===== config.mk =====
export PLATFORM = sky130hd
export DESIGN_NAME = reset_seq
export DESIGN_NICKNAME = d
export VERILOG_FILES = /design/src/rtl/reset_seq_pkg.sv /design/src/rtl/reset_seq_sync_n.sv /design/src/rtl/reset_seq.sv
export SDC_FILE = /design/constraint.sdc
export NUM_CORES = 1
export LEC_CHECK = 0
export CAP_MARGIN = 0
export CORE_MARGIN = 3
export CORE_UTILIZATION = 53
export CTS_CLUSTER_DIAMETER = 150
export DETAILED_ROUTE_END_ITERATION = 10
export PLACE_DENSITY = 0.87
export SLEW_MARGIN = 25
export SYNTH_ARGS = -nofsm -noshare
export SYNTH_HDL_FRONTEND = slang
export SYNTH_SLANG_ARGS = --single-unit
export TNS_END_PERCENT = 20

===== constraint.sdc =====
create_clock -name clk -period 1.8 [get_ports clk]
set_input_delay 0.18 -clock clk [delete_from_list [all_inputs] [get_ports clk]]
set_output_delay 0.18 -clock clk [all_outputs]
set_load 0.005 [all_outputs]

===== src/rtl/reset_seq_pkg.sv =====
// Shared types and sizing helpers for the reset sequencer.
// Used by reset_seq for its state encoding and counter/index widths.
package reset_seq_pkg;

    typedef enum logic [1:0] {
        HOLD    = 2'd0,
        STAGGER = 2'd1,
        DONE    = 2'd2
    } state_e;

    function automatic int max2(input int a, input int b);
        return (a > b) ? a : b;
    endfunction

    // $clog2 of 1 is 0; registers still need at least one bit
    function automatic int clog2_min1(input int v);
        int r;
        r = $clog2(v);
        return (r < 1) ? 1 : r;
    endfunction

endpackage


===== src/rtl/reset_seq_sync_n.sv =====
// Async-set, sync-release reset synchronizer chain of STAGES flops.
// Reusable on any reset path that crosses into the clk domain.
module sync_n #(
    parameter int STAGES = 2
) (
    input  logic clk,
    input  logic reset,
    output logic rst_s
);

    logic [STAGES-1:0] sync_pipe;

    always_ff @(posedge clk or posedge reset) begin
        if (reset) sync_pipe <= '1;
        else       sync_pipe <= {sync_pipe[STAGES-2:0], 1'b0};
    end

    assign rst_s = sync_pipe[STAGES-1];

endmodule


===== src/rtl/reset_seq.sv =====
// Reset synchronizer + sequencer: asserts all channels asynchronously, then
// releases them in order (bit 0 first) after a hold time, with a fixed gap.
module reset_seq
    import reset_seq_pkg::*;
#(
    parameter int NUM_CH      = 4,
    parameter int SYNC_STAGES = 2,
    parameter int HOLD_CYCLES = 16,
    parameter int GAP_CYCLES  = 4
) (
    input  logic              clk,
    input  logic              reset,
    input  logic              sw_rst_req,
    output logic [NUM_CH-1:0] rst_out,
    output logic              all_released,
    output logic              busy
);

    localparam int CNT_W = clog2_min1(max2(HOLD_CYCLES, GAP_CYCLES));
    localparam int CH_W  = clog2_min1(NUM_CH);

    localparam logic [CNT_W-1:0] HOLD_LAST = CNT_W'(HOLD_CYCLES - 1);
    localparam logic [CNT_W-1:0] GAP_LAST  = CNT_W'(GAP_CYCLES - 1);
    localparam logic [CH_W-1:0]  CH_LAST   = CH_W'(NUM_CH - 1);

    logic rst_s;

    sync_n #(.STAGES(SYNC_STAGES)) u_sync (
        .clk   (clk),
        .reset (reset),
        .rst_s (rst_s)
    );

    state_e            state_q, state_d;
    logic [CNT_W-1:0]  cnt_q, cnt_d;
    logic [CH_W-1:0]   ch_q, ch_d;
    logic [NUM_CH-1:0] rst_q, rst_d;
    logic              all_rel_q, busy_q;

    always_ff @(posedge clk or posedge reset) begin
        if (reset) begin
            state_q   <= HOLD;
            cnt_q     <= '0;
            ch_q      <= '0;
            rst_q     <= '1;
            all_rel_q <= 1'b0;
            busy_q    <= 1'b1;
        end else begin
            state_q   <= state_d;
            cnt_q     <= cnt_d;
            ch_q      <= ch_d;
            rst_q     <= rst_d;
            all_rel_q <= (state_d == DONE);
            busy_q    <= (state_d != DONE);
        end
    end

    // ch_q holds the index of the next channel to release while in STAGGER
    always_comb begin
        state_d = state_q;
        cnt_d   = cnt_q;
        ch_d    = ch_q;
        rst_d   = rst_q;
        if (sw_rst_req) begin
            state_d = HOLD;
            cnt_d   = '0;
            ch_d    = '0;
            rst_d   = '1;
        end else begin
            case (state_q)
                HOLD: begin
                    if (!rst_s) begin
                        if (cnt_q == HOLD_LAST) begin
                            rst_d[0] = 1'b0;
                            cnt_d    = '0;
                            ch_d     = CH_W'(1);
                            state_d  = (NUM_CH == 1) ? DONE : STAGGER;
                        end else begin
                            cnt_d = cnt_q + 1'b1;
                        end
                    end
                end
                STAGGER: begin
                    if (cnt_q == GAP_LAST) begin
                        cnt_d = '0;
                        for (int i = 0; i < NUM_CH; i++)
                            if (ch_q == CH_W'(i)) rst_d[i] = 1'b0;
                        if (ch_q == CH_LAST) state_d = DONE;
                        else                 ch_d    = ch_q + 1'b1;
                    end else begin
                        cnt_d = cnt_q + 1'b1;
                    end
                end
                DONE:    ;
                default: state_d = HOLD;
            endcase
        end
    end

    assign rst_out      = rst_q;
    assign all_released = all_rel_q;
    assign busy         = busy_q;

endmodule

==> out/results.md, run 1 <==
| Result | This run | Unit |
|---|---|---|
| Fraction of layout instances using a drive strength above 1 | 22.3 | % |
| Die area | 2150 | um2 |
| Number of setup violations in the final report | 0 | - |
| GRT met2 Usage | 32.4 | % |
| Net count after synthesis | 90 | - |
| Actual slew at the worst max-slew pin | 0.589 | ns |
| Min cycle time layout | 1.69 | ns |
| Syn avg cell area | 10.5 | um2 |
| Number of distinct standard cells referenced by the synthesized netlist | 34 | - |
| Max Buffers Root-to-Sink | 2 | - |
| Clock-pin slew reported for the worst setup and hold paths after clock tree synthesis | 0.09 | ns |
| Synthesis Warnings | 0 | - |
| Longest individual stage delay on the worst path | 0.46 | ns |
| Overall Global Routing Usage | 19.2 | % |
| Routed length per instance | 15.4 | um |
| GR Overflow Total | 0 | - |
| Tightest hold margin | 0.237 | ns |
| Outcome | complete, no violations | - |
| TritonCTS Buffers | 3 | - |
| Max Clk Rate | 0.593 | GHz |
| Maximum VDD drop | 0.000530 | V |
| Number of routed nets with antenna violations | 0 | - |
| Effective utilization at floorplan | 60.9 | % |
| Max-cap violations | 0 | - |
| Core Rows | 13 | - |
| Slew headroom | 60.7 | % |
| Data arrival at the endpoint of the critical path | 1.90 | ns |
| Crit Reg-Reg Startpoint | cnt_q[0] | - |
| Post-route fraction of the period consumed by the critical path | 93.7 | % |
| Source of the critical timing path | cnt_q[0] | - |
| Width of the die | 46.3 | um |
| GR peak layer | met2 | - |
| Data required, critical path | 2.01 | ns |
| Nature of the critical path endpoint | flop | - |
| CP startpoint kind | flop | - |
| Final Hold Vio Count | 0 | - |
| Via total after detailed routing | 630 | - |
| Via-to-Cell Ratio | 5.78 | - |
| Cells along the critical path | ha_2, nor2b_1, and3_4, or4b_1, a21oi_1 | - |
| Source-to-sink clock delay at the later pin of the worst-skew pair | 0.29 | ns |
| Post-Syn Area | 862 | um2 |
| Total clock sinks | 16 | - |
| TritonCTS clock tree | done | - |
| RSZ-0062 raised after global routing | false | - |
| Global-route met3 utilization | 7.42 | % |
| Count of pins on the block boundary | 9 | - |
| Wirelength, routed | 1680 | um |
| Count of buffers inserted at the top-level ports | 8 | - |
| Slowest cell on crit path | sky130_fd_sc_hd__or4b_1 | - |
| Kind of critical path | flop to flop | - |
| Cell type group with the largest total delay on the critical path | simple AND/OR/NAND/NOR gates | - |
| Sequential cell area fraction in the yosys report | 47.5 | % |
| Async set or reset register ratio after synthesis | 100 | % |
| Largest net degree at the start of global routing | 17 | - |
| DP Wirelength | 1210 | um |
| Antenna diode count | 0 | - |
| Antenna violations before repair | 0 | - |
| Number of instances in the synthesized netlist | 82 | - |
| First-pass GRT wire length | 2840 | um |
| PwrDens | 650 | nW/um2 |
| Worst path bufs/invs | 0 | - |
| Final cell utilization of the core | 70.6 | % |
| Die outline height | 46.3 | um |
| Layout fillers | 114 | - |
| DRC violation total after the first TritonRoute iteration | 18 | - |
| Dominant synthesized flop cell | sky130_fd_sc_hd__dfrtp_1 | - |
| CTS root buffer | sky130_fd_sc_hd__clkbuf_4 | - |
| Setup clock skew after layout | 0.0105 | ns |
| Core Box Area | 1420 | um2 |
| Nets | 103 | - |
| Met1 global-route usage | 22.5 | % |
| Via count of the first global-routing pass | 648 | - |
| P_leak | 0.000402 | uW |
| Path category of the worst min-delay check | input port to asynchronous set/reset pin | - |
| Number of remaining DRC errors | 0 | - |
| Layout overhead on the synthesized area | 16.0 | % |
| Max-slew violation count | 0 | - |
| H-tree depth | 1 | - |
| Number of flops mapped to enable cells by yosys | 0 | - |
| Routability congestion estimate | 0.837 | - |
| Drt pass-1 iters | 4 | - |
| Synthesis-stage register bit count | 16 | - |
| Critical path peak fanout | 7 | - |
| Sum of negative setup slack | 0 | ns |
## timing repair
item,CTS,global route
setup buffers,0,0
endpoints found under the setup margin,0,1
hold buffers,0,0
resized for setup,0,1
## worst register-to-register path: stages, from the launching register on
cell,delay [ns]
sky130_fd_sc_hd__dfrtp_1,0.41
sky130_fd_sc_hd__ha_2,0.23
sky130_fd_sc_hd__nor2b_1,0.15
sky130_fd_sc_hd__and3_4,0.19
sky130_fd_sc_hd__or4b_1,0.46
sky130_fd_sc_hd__a21oi_1,0.16
## placed cells by master (no fill, tap or decap), types with 3 or more instances in the layout
master,synthesis,layout
sky130_fd_sc_hd__a21o_1,5,5
sky130_fd_sc_hd__dfstp_2,7,7
sky130_fd_sc_hd__a21oi_1,6,6
sky130_fd_sc_hd__nor2_1,7,7
sky130_fd_sc_hd__clkdlybuf4s50_1,0,8
sky130_fd_sc_hd__ha_1,5,4
sky130_fd_sc_hd__clkbuf_4,0,3
sky130_fd_sc_hd__inv_1,6,6
sky130_fd_sc_hd__nand2_1,7,7
sky130_fd_sc_hd__dfrtp_1,9,9
## sequential cells by signal (all words and copies together), names as in the netlist
name              flops
u_sync.sync_pipe      2
busy                  1
state_q               2
all_released          1
ch_q                  2
rst_out               4
cnt_q                 4
## area by class of cell
type	count	area, um2	share of cell area (%)
repair buffers	10	95.1	9.51
well taps	15	18.8	1.88
inverters	6	22.5	2.25
clock buffers	4	36.3	3.63
multi-input cells	58	418	41.8
flip-flops and latches	16	409	40.9
## logic make-up (layout without fill, tap and decap cells)
kind of cell,after synthesis,count (layout),share of synthesized area (%)
AND/OR/NAND/NOR,27,27,17.6
AO/OA/AOI/OAI,21,21,18.3
flip-flops,16,16,47.5
buffers and inverters,8,20,4.35
adder cells (fa/ha/maj),5,5,7.26
multiplexers,3,3,3.63
other,1,1,0.435
XOR/XNOR,1,1,1.02
## per-stage QoR
| step | setup slack (ns) | power, uW | area [um2] | cells |
|---|---|---|---|---|
| after CTS | 0.0657 | 655 | 997 | 109 |
| after global placement | 0.149 | 420 | 961 | 105 |
| after floorplan | 0.195 | 405 | 862 | 82 |
| after global routing | 0.0542 | 681 | 1000 | 109 |
| after detailed placement | 0.0779 | 422 | 961 | 105 |
| final | 0.113 | 650 | 1000 | 109 |
## synthesized netlist by cell type (2+ instances only)
cell type,number,share of area [%]
sky130_fd_sc_hd__inv_1,6,2.6
sky130_fd_sc_hd__a21o_1,5,4.4
sky130_fd_sc_hd__a21oi_1,6,3.5
sky130_fd_sc_hd__nor2b_1,2,1.5
sky130_fd_sc_hd__nand3_1,2,1.2
sky130_fd_sc_hd__ha_1,5,7.3
sky130_fd_sc_hd__dfrtp_1,9,26
sky130_fd_sc_hd__o21ai_0,2,1.2
sky130_fd_sc_hd__dfstp_2,7,21
sky130_fd_sc_hd__nand2_1,7,3.0
sky130_fd_sc_hd__mux2i_1,2,2.3
sky130_fd_sc_hd__nor2_1,7,3.0
## layer usage
layer	vias up	part of all wire, %
met4	0	0.71
li1	309	-
met5	-	0
met1	307	47
met3	2	3.9
met2	12	48
## worst paths after layout
check	to	slack [ns]	cells after the start
min in group clk	u_sync.sync_pipe[1]	0.36	0
max in group asynchronous	all_released	1.17	2
hold reg to reg	u_sync.sync_pipe[1]	0.36	0
setup reg to reg	cnt_q[2]	0.11	5
setup / recovery	cnt_q[2]	0.11	5
hold / removal	cnt_q[3]	0.24	2
## where the power goes
group	switching (uW)	total [uW]	internal (uW)
clock	109	233	123
combinational	23.7	41.6	17.9
sequential	7.18	375	368
(Power assumes the default switching activity.)
==> run 2: changes to the inputs <==
--- a/config.mk
+++ b/config.mk
@@ -5,7 +5,7 @@
 export SDC_FILE = /design/constraint.sdc
 export NUM_CORES = 1
 export LEC_CHECK = 0
-export CAP_MARGIN = 0
+export CAP_MARGIN = 20
 export CORE_MARGIN = 3
 export CORE_UTILIZATION = 53
 export CTS_CLUSTER_DIAMETER = 150
==> results of run 2 <==
Same layout as run 1: the final DEF is identical, and so are final timing and power.
==> run 3: changes to the inputs <==
--- a/config.mk
+++ b/config.mk
@@ -10,7 +10,7 @@
 export CORE_UTILIZATION = 53
 export CTS_CLUSTER_DIAMETER = 150
 export DETAILED_ROUTE_END_ITERATION = 10
-export PLACE_DENSITY = 0.87
+export PLACE_DENSITY = 0.76
 export SLEW_MARGIN = 25
 export SYNTH_ARGS = -nofsm -noshare
 export SYNTH_HDL_FRONTEND = slang
==> run 3 against run 2 <==
Die area unchanged. Critical endpoint unchanged. Sequential share of layout area unchanged. Final cell count unchanged. Highest routed layer unchanged. Non-clock buffer count stayed put. Via count up 2.9%. Setup slack improved by 0.029 ns.
==> out/results.md, run 3 (synthesis gave the netlist of run 1 again) <==
| Result | This run | Unit | vs previous |
|---|---|---|---|
| Outcome | complete, no violations | - |  |
| Via count of the first global-routing pass | 617 | - | -4.8% |
| Routed length per instance | 14.7 | um | -4.8% |
| Nets | 103 | - | unchanged |
| DRC violation total after the first TritonRoute iteration | 27 | - | +9 |
| Source-to-sink clock delay at the later pin of the worst-skew pair | 0.29 | ns | about the same |
| Wirelength, routed | 1600 | um | -4.8% |
| Core Rows | 13 | - | unchanged |
| Nature of the critical path endpoint | flop | - |  |
| Total clock sinks | 16 | - | unchanged |
| Kind of critical path | flop to flop | - |  |
| Area occupied by multi-input gates | 418 | um2 | unchanged |
| GR Overflow Total | 0 | - | unchanged |
| Source of the critical timing path | cnt_q[0] | - |  |
| Most used cells in the layout excluding fill and tap cells | sky130_fd_sc_hd__dfrtp_1, sky130_fd_sc_hd__clkdlybuf4s50_1, sky130_fd_sc_hd__nor2_1, sky130_fd_sc_hd__nand2_1, sky130_fd_sc_hd__dfstp_2 | - |  |
| Most frequent standard cell in the layout excluding fill and tap cells | sky130_fd_sc_hd__dfrtp_1 | - |  |
| Die outline height | 46.3 | um | unchanged |
| Width of the die | 46.3 | um | unchanged |
| Min cycle time layout | 1.66 | ns | -0.0291 ns |
| TritonCTS Buffers | 3 | - | unchanged |
| Layout fillers | 106 | - | -7.0% |
| Critical path peak fanout | 7 | - | unchanged |
| DP Wirelength | 1190 | um | -1.3% |
| Antenna diode count | 0 | - | unchanged |
| CP startpoint kind | flop | - |  |
| Crit Reg-Reg Startpoint | cnt_q[0] | - |  |
| H-tree depth | 1 | - | unchanged |
| Largest net degree at the start of global routing | 17 | - | unchanged |
| Data arrival at the endpoint of the critical path | 1.89 | ns | about the same |
| Count of buffers inserted at the top-level ports | 8 | - | unchanged |
| Number of routed nets with antenna violations | 0 | - | unchanged |
| DR WL met3 | 107 | um | +62% |
| Path category of the worst min-delay check | input port to asynchronous set/reset pin | - |  |
| Max-slew violation count | 0 | - | unchanged |
| Count of pins on the block boundary | 9 | - | unchanged |
| Sum of negative setup slack | 0 | ns | unchanged |
| Setup clock skew after layout | 0.0125 | ns | +0.00199 ns |
| Highest layer used for signal routing | met4 | - |  |
| RSZ-0062 raised after global routing | false | - |  |
| Via-to-Cell Ratio | 5.94 | - | +2.9% |
| Core Box Area | 1420 | um2 | unchanged |
| Number of setup violations in the final report | 0 | - | unchanged |
| First-pass GRT wire length | 2920 | um | +2.7% |
| Post-route fraction of the period consumed by the critical path | 92.1 | % | -1.6 points |
| Maximum VDD drop | 0.000605 | V | +14% |
| Register area | 409 | um2 | unchanged |
| Number of remaining DRC errors | 0 | - | unchanged |
| P_leak | 0.000402 | uW | +0.16% |
| TritonCTS clock tree | done | - |  |
| Actual slew at the worst max-slew pin | 0.571 | ns | -0.0181 ns |
| Drt pass-1 iters | 4 | - | unchanged |
| Max-cap violations | 0 | - | unchanged |
| Final Hold Vio Count | 0 | - | unchanged |
| Max Clk Rate | 0.603 | GHz | +1.8% |
| Met2 Routed Length | 791 | um | -2.0% |
| Slew headroom | 61.9 | % | +1.2 points |
| Max Buffers Root-to-Sink | 2 | - | unchanged |
| Routability congestion estimate | 0.833 | - | -0.56% |
| Layout overhead on the synthesized area | 16.0 | % | unchanged |
| Clock-pin slew reported for the worst setup and hold paths after clock tree synthesis | 0.10 | ns | about the same |
| Antenna violations before repair | 0 | - | unchanged |
| Overall Global Routing Usage | 19.7 | % | +0.48 points |
| CTS root buffer | sky130_fd_sc_hd__clkbuf_4 | - |  |
| Effective utilization at floorplan | 60.9 | % | unchanged |
| Post-Route M1 WL | 691 | um | -13% |
| Via total after detailed routing | 648 | - | +2.9% |
| Final cell utilization of the core | 70.6 | % | unchanged |
| PwrDens | 653 | nW/um2 | +0.52% |
| Die area | 2150 | um2 | unchanged |
| Data required, critical path | 2.03 | ns | +0.02 ns |
| Fraction of layout instances using a drive strength above 1 | 22.3 | % | unchanged |
run 3: cell counts in the layout (fill, tap and decap cells not counted):
Identical to the previous run, type by type.
run 3: report_power, final:
part	total, uW	switching, uW	internal, uW	leakage (uW)
registers	375	7.28	368	0.000198
clock network	239	116	123	0.0000210
logic	38.7	22.4	16.3	0.000184
run 3: metal layers:
metal  up-vias  GRT usage (%)
li1        309              -
met1       311           26.5
met2        26           28.8
met3         2           7.42
met4         0           6.82
met5         -              0
run 3: repair_timing:
action	4_1_cts	5_1_grt
buffers inserted	0	0
gates resized for setup	0	1
hold buffers	0	0
setup endpoints to repair	0	1
run 3: area by class of cell:
| cell class | count | share of cell area [%] |
|---|---|---|
| Timing Repair Buffer | 10 | 9.51 |
| Inverter | 6 | 2.25 |
| Clock buffer | 4 | 3.63 |
| Sequential cell | 16 | 40.9 |
| Tap cell | 15 | 1.88 |
| Multi-Input combinational cell | 58 | 41.8 |
run 3: final timing paths:
kind | slack, ns | depth (start not counted) | to
max | 0.14 | 5 | cnt_q[2]
min | 0.23 | 2 | ch_q[1]
max reg2reg | 0.14 | 5 | cnt_q[2]
min reg2reg | 0.37 | 0 | u_sync.sync_pipe[1]
max in group asynchronous | 1.19 | 2 | u_sync.sync_pipe[1]
min in group clk | 0.37 | 0 | u_sync.sync_pipe[1]
run 3: metrics by stage:
stage	instance area, um2	instances	setup WS (ns)	hold WS, ns	total power [uW]
after floorplan	862	82	0.195	0.0887	405
after global placement	961	105	0.158	0.349	419
after detailed placement	961	105	0.117	0.354	420
after CTS	997	109	0.0938	0.247	661
after global routing	1000	109	0.0185	0.295	691
final	1000	109	0.142	0.226	653
run 3: worst max-delay path: stages, from the launching register on:
cell	delay, ns
sky130_fd_sc_hd__dfrtp_1	0.43
sky130_fd_sc_hd__ha_2	0.24
sky130_fd_sc_hd__nor2b_1	0.15
sky130_fd_sc_hd__and3_4	0.19
sky130_fd_sc_hd__or4b_1	0.46
sky130_fd_sc_hd__a21oi_1	0.13
